<file path="config.mk">
export PLATFORM = sky130hd
export DESIGN_NAME = led_frame_loader_flat
export DESIGN_NICKNAME = d
export VERILOG_FILES = /design/src/rtl/led_frame_loader_if.sv /design/src/rtl/led_frame_loader.sv /design/src/flat_wrapper.sv
export SDC_FILE = /design/constraint.sdc
export NUM_CORES = 1
export LEC_CHECK = 0
export BUFFER_PORTS_ARGS = -buffer_cell sky130_fd_sc_hd__buf_4
export CAP_MARGIN = 30
export CELL_PAD_IN_SITES_DETAIL_PLACEMENT = 0
export CELL_PAD_IN_SITES_GLOBAL_PLACEMENT = 1
export CORE_MARGIN = 8
export CORE_UTILIZATION = 45
export CTS_CLUSTER_DIAMETER = 200
export DETAILED_ROUTE_END_ITERATION = 6
export PLACE_DENSITY = 0.86
export SLEW_MARGIN = 0
export SYNTH_ARGS = -nofsm -noshare
export SYNTH_HDL_FRONTEND = slang
export SYNTH_SLANG_ARGS = --single-unit
</file>
<file path="constraint.sdc">
create_clock -name clk -period 2.8 [get_ports clk]
set_input_delay 0 -clock clk [delete_from_list [all_inputs] [get_ports clk]]
set_output_delay 0 -clock clk [all_outputs]
set_load 0.01 [all_outputs]
</file>
<file path="src/rtl/led_frame_loader_if.sv">
// Host byte stream, frame-RAM write port and frame status for led_frame_loader.
// The loader connects through the slave modport; the host side uses master.
interface led_frame_loader_if #(
   parameter int ADDRESS_WIDTH = 13
);
   logic [7:0]               in_data;
   logic                     in_valid;
   logic                     in_ready;
   logic [ADDRESS_WIDTH-1:0] mem_addr;
   logic [7:0]               mem_data;
   logic                     mem_write_enable;
   logic                     frame_done;
   logic                     frame_ok;
   logic                     frame_timeout;

   modport master (
      output in_data, in_valid,
      input  in_ready, mem_addr, mem_data, mem_write_enable,
             frame_done, frame_ok, frame_timeout
   );

   modport slave (
      input  in_data, in_valid,
      output in_ready, mem_addr, mem_data, mem_write_enable,
             frame_done, frame_ok, frame_timeout
   );
endinterface

</file>
<file path="src/rtl/led_frame_loader.sv">
// Parses SYNC/length/payload/checksum frames from a byte stream and writes the
// payload into the LED frame RAM, pulsing done/ok or timeout per frame.
module led_frame_loader #(
   parameter int         MAX_LEDS          = 200,
   parameter int         NUM_CHANNELS      = 3,
   parameter int         MAX_CHANNEL_INDEX = MAX_LEDS * NUM_CHANNELS,
   parameter int         ADDRESS_WIDTH     = 13,
   parameter int         BASE_ADDRESS      = 0,
   parameter logic [7:0] SYNC_BYTE         = 8'hA5,
   parameter int         IDLE_TIMEOUT      = 50000
) (
   input  logic             clk,
   input  logic             rst,
   led_frame_loader_if.slave bus
);
   localparam int IDLE_W = $clog2(IDLE_TIMEOUT + 1);

   typedef enum logic [2:0] {HUNT, LEN_HI, LEN_LO, PAYLOAD, CHECKSUM} state_t;

   state_t                   r_state, w_state_next;
   logic [15:0]              r_len, r_idx;
   logic [7:0]               r_sum;
   logic [IDLE_W-1:0]        r_idle;
   logic [ADDRESS_WIDTH-1:0] r_addr;
   logic [7:0]               r_data;
   logic                     r_we, r_done, r_ok, r_timeout;

   logic                     w_accept, w_idle_hit, w_in_range;
   logic [15:0]              w_len;
   logic                     w_we, w_done, w_ok;
   logic [ADDRESS_WIDTH-1:0] w_addr;

   assign bus.in_ready         = !rst;
   assign bus.mem_addr         = r_addr;
   assign bus.mem_data         = r_data;
   assign bus.mem_write_enable = r_we;
   assign bus.frame_done       = r_done;
   assign bus.frame_ok         = r_ok;
   assign bus.frame_timeout    = r_timeout;

   assign w_accept   = bus.in_valid && !rst;
   assign w_len      = {r_len[15:8], bus.in_data};
   assign w_in_range = r_idx < 16'(MAX_CHANNEL_INDEX);
   // An accepted byte on the would-be timeout edge suppresses the timeout.
   assign w_idle_hit = (r_state != HUNT) && !w_accept &&
                       (r_idle == IDLE_W'(IDLE_TIMEOUT - 1));

   always_ff @(posedge clk) begin
      if (rst) begin
         r_state   <= HUNT;
         r_len     <= '0;
         r_idx     <= '0;
         r_sum     <= '0;
         r_idle    <= '0;
         r_addr    <= ADDRESS_WIDTH'(BASE_ADDRESS);
         r_data    <= '0;
         r_we      <= 1'b0;
         r_done    <= 1'b0;
         r_ok      <= 1'b0;
         r_timeout <= 1'b0;
      end else begin
         r_state   <= w_state_next;
         r_we      <= w_we;
         r_addr    <= w_addr;
         r_done    <= w_done;
         r_ok      <= w_ok;
         r_timeout <= w_idle_hit;
         if (w_we) r_data <= bus.in_data;
         if (w_accept || r_state == HUNT || w_idle_hit) r_idle <= '0;
         else                                           r_idle <= r_idle + 1'b1;
         if (w_accept) begin
            case (r_state)
               HUNT: if (bus.in_data == SYNC_BYTE) begin
                  r_sum <= '0;
                  r_idx <= '0;
               end
               LEN_HI: begin
                  r_len[15:8] <= bus.in_data;
                  r_sum       <= r_sum + bus.in_data;
               end
               LEN_LO: begin
                  r_len <= w_len;
                  r_sum <= r_sum + bus.in_data;
               end
               PAYLOAD: begin
                  r_sum <= r_sum + bus.in_data;
                  r_idx <= r_idx + 16'd1;
               end
               default: ;
            endcase
         end
      end
   end

   always_comb begin
      w_state_next = r_state;
      if (w_idle_hit) begin
         w_state_next = HUNT;
      end else if (w_accept) begin
         case (r_state)
            HUNT:     if (bus.in_data == SYNC_BYTE) w_state_next = LEN_HI;
            LEN_HI:   w_state_next = LEN_LO;
            LEN_LO:   w_state_next = (w_len == 16'd0) ? CHECKSUM : PAYLOAD;
            PAYLOAD:  if (r_idx == r_len - 16'd1) w_state_next = CHECKSUM;
            CHECKSUM: w_state_next = HUNT;
            default:  w_state_next = HUNT;
         endcase
      end
   end

   always_comb begin
      w_we   = 1'b0;
      w_addr = r_addr;
      w_done = 1'b0;
      w_ok   = 1'b0;
      if (w_accept) begin
         case (r_state)
            PAYLOAD: if (w_in_range) begin
               w_we   = 1'b1;
               w_addr = ADDRESS_WIDTH'(BASE_ADDRESS) + ADDRESS_WIDTH'(r_idx);
            end
            CHECKSUM: begin
               w_done = 1'b1;
               w_ok   = (bus.in_data == r_sum) && (r_len <= 16'(MAX_CHANNEL_INDEX));
            end
            default: ;
         endcase
      end
   end
endmodule

</file>
<file path="src/flat_wrapper.sv">
// flat-port wrapper written by rule: the top's interface ports become plain ports
module led_frame_loader_flat 
#(
   parameter int         MAX_LEDS          = 200,
   parameter int         NUM_CHANNELS      = 3,
   parameter int         MAX_CHANNEL_INDEX = MAX_LEDS * NUM_CHANNELS,
   parameter int         ADDRESS_WIDTH     = 13,
   parameter int         BASE_ADDRESS      = 0,
   parameter logic [7:0] SYNC_BYTE         = 8'hA5,
   parameter int         IDLE_TIMEOUT      = 50000
)
  (clk, rst, bus_in_data, bus_in_valid, bus_in_ready, bus_mem_addr, bus_mem_data, bus_mem_write_enable, bus_frame_done, bus_frame_ok, bus_frame_timeout);
  led_frame_loader_if #(.ADDRESS_WIDTH(ADDRESS_WIDTH)) bus_i ();
  input  logic clk;
  input  logic rst;
  input wire logic [$bits(bus_i.in_data)-1:0] bus_in_data;
  input wire logic [$bits(bus_i.in_valid)-1:0] bus_in_valid;
  output wire logic [$bits(bus_i.in_ready)-1:0] bus_in_ready;
  output wire logic [$bits(bus_i.mem_addr)-1:0] bus_mem_addr;
  output wire logic [$bits(bus_i.mem_data)-1:0] bus_mem_data;
  output wire logic [$bits(bus_i.mem_write_enable)-1:0] bus_mem_write_enable;
  output wire logic [$bits(bus_i.frame_done)-1:0] bus_frame_done;
  output wire logic [$bits(bus_i.frame_ok)-1:0] bus_frame_ok;
  output wire logic [$bits(bus_i.frame_timeout)-1:0] bus_frame_timeout;
  assign bus_i.in_data = bus_in_data;
  assign bus_i.in_valid = bus_in_valid;
  assign bus_in_ready = bus_i.in_ready;
  assign bus_mem_addr = bus_i.mem_addr;
  assign bus_mem_data = bus_i.mem_data;
  assign bus_mem_write_enable = bus_i.mem_write_enable;
  assign bus_frame_done = bus_i.frame_done;
  assign bus_frame_ok = bus_i.frame_ok;
  assign bus_frame_timeout = bus_i.frame_timeout;
  led_frame_loader #(.MAX_LEDS(MAX_LEDS), .NUM_CHANNELS(NUM_CHANNELS), .MAX_CHANNEL_INDEX(MAX_CHANNEL_INDEX), .ADDRESS_WIDTH(ADDRESS_WIDTH), .BASE_ADDRESS(BASE_ADDRESS), .SYNC_BYTE(SYNC_BYTE), .IDLE_TIMEOUT(IDLE_TIMEOUT)) u_core (.clk(clk), .rst(rst), .bus(bus_i));
endmodule
</file>
== Yosys cells after proc, flatten, opt, wreduce, memory -nomap -nowiden ==
Cells that the tools add are included.
W data, S select, Z words.

* Output and inout bits: 26
* Input bits: 11
* Flip-flop bits (word level): 84
* RAM bits: 0
* Bits in latches: 0
* Memories kept: 0
* Memory bits (read-only): 0
* Logic and storage cells: 66

* Mux-type cells: 12
* Shifts and indexed selects: 0
* $lt $le $gt $ge: 2
* Add/sub/neg operators: 4
* Reduce and logical (&&, ||, !) cells: 24
* Equal/unequal tests: 10
* Divide/modulo/power cells: 0
* $mul: 0
* Bitwise gates (word level): 2

{| class="wikitable"
|+ Operators with widths
! kind !! number
|-
| $add A16 B1 Y16 const B || 2
|-
| $pmux W16 S2 || 1
|-
| $eq A16 B16 Y1 || 1
|-
| $eq A16 B16 Y1 const B || 1
|-
| $le A16 B10 Y1 const B || 1
|-
| $logic_not A16 Y1 || 1
|-
| $lt A16 B10 Y1 const B || 1
|-
| $mux W16 || 1
|-
| $pmux W8 S2 || 1
|-
| $sub A16 B1 Y16 const B || 1
|-
| $pmux W3 S4 || 1
|-
| $reduce_and A3 Y1 || 4
|-
| $mux W3 || 3
|-
| $add A8 B8 Y8 || 1
|-
| $eq A8 B8 Y1 || 1
|-
| $eq A8 B8 Y1 const B || 1
|-
| $mux W8 || 1
|-
| $eq A3 B2 Y1 const B || 2
|-
| $reduce_or A2 Y1 || 3
|-
| $reduce_or A3 Y1 || 2
|-
| $logic_and A1 B1 Y1 || 4
|-
| $mux W1 || 4
|-
| $reduce_and A2 Y1 || 2
|-
| $reduce_bool A2 Y1 || 2
|-
| 9 further kinds || 12
|}

== Longest topological paths before layout ==
* Depth after elaboration: 7
* Depth in mapped cells: 9
* Mapped depth without buffers: 8

== Worst setup path before layout ==
No wires, ideal clock.

* Path type: register -> register
* Start: reg u_core.r_len[0]
* End: reg u_core.r_state[0]
* Setup time: 0.132 ns
* Path slack: 0.405 ns
* Cell stages (with the launch flop): 9
* Clock period less this slack: 2.395 ns
* Path buffers: 1
* Data required time: 2.668 ns
* Arrival time: 2.263 ns
* Cells stage by stage: dfxtp_1 > inv_1 > ha_1 > or4b_1 > buf_2 > or2_4 > or3_4 > a2111oi_4 > a21oi_1

* Cells in the longest elaborated chain, start to end: 4

{| class="wikitable"
|+ Ends and longest elaborated chain
! element !! RTL line !! RTL
|-
| from (decl) || led_frame_loader.sv:21 || <nowiki>logic [15:0] r_len, r_idx;</nowiki>
|-
| from (signal assigned) || led_frame_loader.sv:82 || <nowiki>r_len <= w_len;</nowiki>
|-
| $sub A16 B1 Y16 || led_frame_loader.sv:104 || <nowiki>PAYLOAD: if (r_idx == r_len - 16'd1) w_state_next = CHECKSUM;</nowiki>
|-
| $eq A16 B16 Y1 || led_frame_loader.sv:104 ||
|-
| $ne A2 B1 Y1 (no line) || n/a ||
|-
| $reduce_and A3 Y1 (no line) || n/a ||
|-
| to (signal assigned) || led_frame_loader.sv:62 || <nowiki>r_state <= w_state_next;</nowiki>
|-
| to (decl) || led_frame_loader.sv:20 || <nowiki>state_t r_state, w_state_next;</nowiki>
|}

Every way passes these cells.
A chain may end at the register's enable or synchronous reset.

== Worst setup path in the final report ==
Ends and elaborated chain as after synthesis.

==> summary.txt <==
Max Slew Vio Count - 0
Peak VDD IR - 0.2606 mV
GR Util All Layers - 16.27%
fill cell count - 939
worst setup margin - 238.4 ps
r2r setup slk - 240 ps
CP endpoint - u_core.r_state[0]
status - completed
slew margin rel. - 42.15%
Pre-antenna DRT Iters - 4
per-cell routed wire length - 14.84 microns
period utilisation layout - 91.49%
first-pass GRT wire length - 17.06 mm
detailed placer's ending HPWL - 7.307 mm
number of flops mapped to enable cells by yosys - 0
setup bufs post-CTS - 0
top cell type's share of synthesized area - 38.73%
Syn Area/Cell - 8.430 sq um
commonest non-fill, non-tap cells in the layout - dfxtp_1, nor2_1, nand2_1, buf_4, xnor2_1
Post-Syn Nets - 537
final wirelength - 10.18 mm
path type of the worst setup path - reg2reg
Max Fclk - 390.4 MHz
num rows - 36
RR Startpoint - u_core.r_len[0]
clock-pin slew on the worst setup and hold paths - 90 ps
Tmin final - 2562 ps
Placer Congestion - 0.8134
top cells by area, synth - dfxtp_1, xnor2_1, nor2_1
Worst Path Required - 3040 ps
worst-margin pin slew - 861.2 ps
Sinks on Clock Net - 84
Setup-failing EPs final - 0
Cells after Synth - 515
MaxCap Viol Count - 0
Yosys warnings - 0
area of the die - 0.01305 sq mm
Ports - 37
buffer levels on the longest clock path - 2
worst skew pair latency - 360 ps
chip height - 114.2 microns
Reg-to-Reg End - u_core.r_state[0]
Buffers on Ports - 36
crit start category - flip-flop
Crit. Startpoint - u_core.r_len[0]
RSZ-0062 raised after global routing - no
number of cells on the worst reg-to-reg path - 7
H-Tree Depth - 3
largest net degree at the start of global routing - 34
Lkg Pwr - 0.001876 uW
Num CTS Buffers - 9
number of synthesized register bits - 84
Worst Path Arrival - 2800 ps
Initial Util - 45.47%
FFs w/ async S/R, synth - 0%
Hold Path Class - in2reg
Cell Area, Synth - 0.004342 sq mm
leading cell type in the layout, fill and taps excluded - dfxtp_1
ant diodes - 0
clk_skew - 10.58 ps
Iter 0 DRT Violations - 111
initial antenna violation count - 0
GRT overflow - 0
Synth Flop Type - dfxtp_1
register area share after synthesis - 38.73%
CP Capture Type - flip-flop
core area - 0.009549 sq mm
drc violations - 0
Power Density - 452.1 mW/mm^2
setup tns final - 0 ps
share of cells above drive strength 1 - 13.74%
vias in the first global route - 3,586
Via Count - 3,692
DR vias/cell - 5.382
pre-CTS setup slack - 237.7 ps
Cell variety after synth - 59
Routed Antenna Nets - 0
Yosys top cell by area - dfxtp_1
fin nets - 570
Max FO, Critical Path - 6
CTS root buf - clkbuf_8
CTS tree - done
synth-to-layout area growth - 15.62%
Final Hold Vio Count - 0
die extent in x - 114.2 microns
==> sequential cells by signal, summed over array words and instances (netlist names), 3 cells and up <==
| register | count |
|---|---|
| u_core.r_idle | 16 |
| u_core.r_idx | 16 |
| u_core.r_len | 16 |
| u_core.bus.mem_addr | 13 |
| u_core.r_state | 3 |
| u_core.r_sum | 8 |
| u_core.bus.mem_data | 8 |
==> final cells by class <==
cell class | instances | area, sq um | share of cell area (%)
Multi-Input combinational cell | 391 | 2515 | 50.10
Sequential cell | 84 | 1682 | 33.50
Timing Repair Buffer | 51 | 415.4 | 8.275
Tap cell | 133 | 166.4 | 3.315
Clock buffer | 9 | 123.9 | 2.468
Clock inverter | 7 | 76.32 | 1.520
Inverter | 11 | 41.29 | 0.8225
==> synth_stat cells (6+ instances only) <==
cell type  count
a21o_1         6
nor4_1        13
xor2_1        19
or4_1          6
nor3_1        14
or3_1          6
o21ai_0       20
ha_1          10
dfxtp_1       84
and3_1        11
inv_1         10
mux2i_1       20
xnor2_1       30
clkbuf_1      24
nor2b_1        6
nor2_1        68
nand2_1       50
nand4_1       10
and2_1         6
nand3_1       16
a21oi_1       20
==> worst max-delay path, cell delays in order, from the launching register on <==
cell	delay (ps)
dfxtp_1	350
inv_1	80
ha_1	220
or4b_1	570
or2_4	310
or3_4	400
a2111oi_4	410
a21oi_1	110
==> where the power goes <==
| group | internal [uW] | total, uW | switching (uW) |
|---|---|---|---|
| clock network | 416 | 882 | 466 |
| registers | 1200 | 1210 | 11.1 |
| logic | 72.6 | 176 | 103 |
==> worst min-delay path by stage <==
stage | from | to | slack (ps) | depth (start not counted)
2_1_floorplan | bus_in_data[0] | u_core.r_len[0] | 110 | 2
3_3_place_gp | bus_in_data[0] | u_core.r_len[8] | 250 | 3
3_5_place_dp | bus_in_data[0] | u_core.r_len[8] | 260 | 3
4_1_cts | bus_in_valid | u_core.bus.frame_timeout | 8 | 3
5_1_grt | bus_in_valid | u_core.bus.frame_timeout | 30 | 3
6_report | bus_in_valid | u_core.bus.frame_timeout | 20 | 3
==> metrics by stage <==
step	cells	power (uW)	utilization, %	hold WS (ps)	cell area, sq um
after detailed placement	662	1404	49.57	258.8	4733
after global routing	686	2366	52.57	27.96	5020
after global placement	662	1401	49.57	253.1	4733
final	686	2270	52.57	18.99	5020
after floorplan	515	1353	-	108.5	4342
after CTS	686	2293	52.50	8.351	5014
==> per-layer routing <==
metal / wire [microns] / up-vias / track usage [%]
met2: 5100 / 47 / 28.19
met4: 170 / 0 / 7.098
met5: 0 / - / 0
met3: 282 / 15 / 3.270
li1: - / 1866 / -
met1: 4627 / 1764 / 18.99
==> timing repair <==
item,4_1_cts,5_1_grt
hold buffers,8,0
gates resized for setup,0,1
endpoints found under the hold margin,24,0
setup endpoints to repair,0,1
==> kinds of logic after synthesis <==
group	count (synthesis)	synth area share, %
simple gates	231	27.06
flops	84	38.73
compound gates	79	12.10
xor+xnor	50	10.43
buf+inv	40	3.717
mux	20	4.611
fa+ha+maj	11	3.343
No activity file was read; power rests on OpenSTA's default activity.
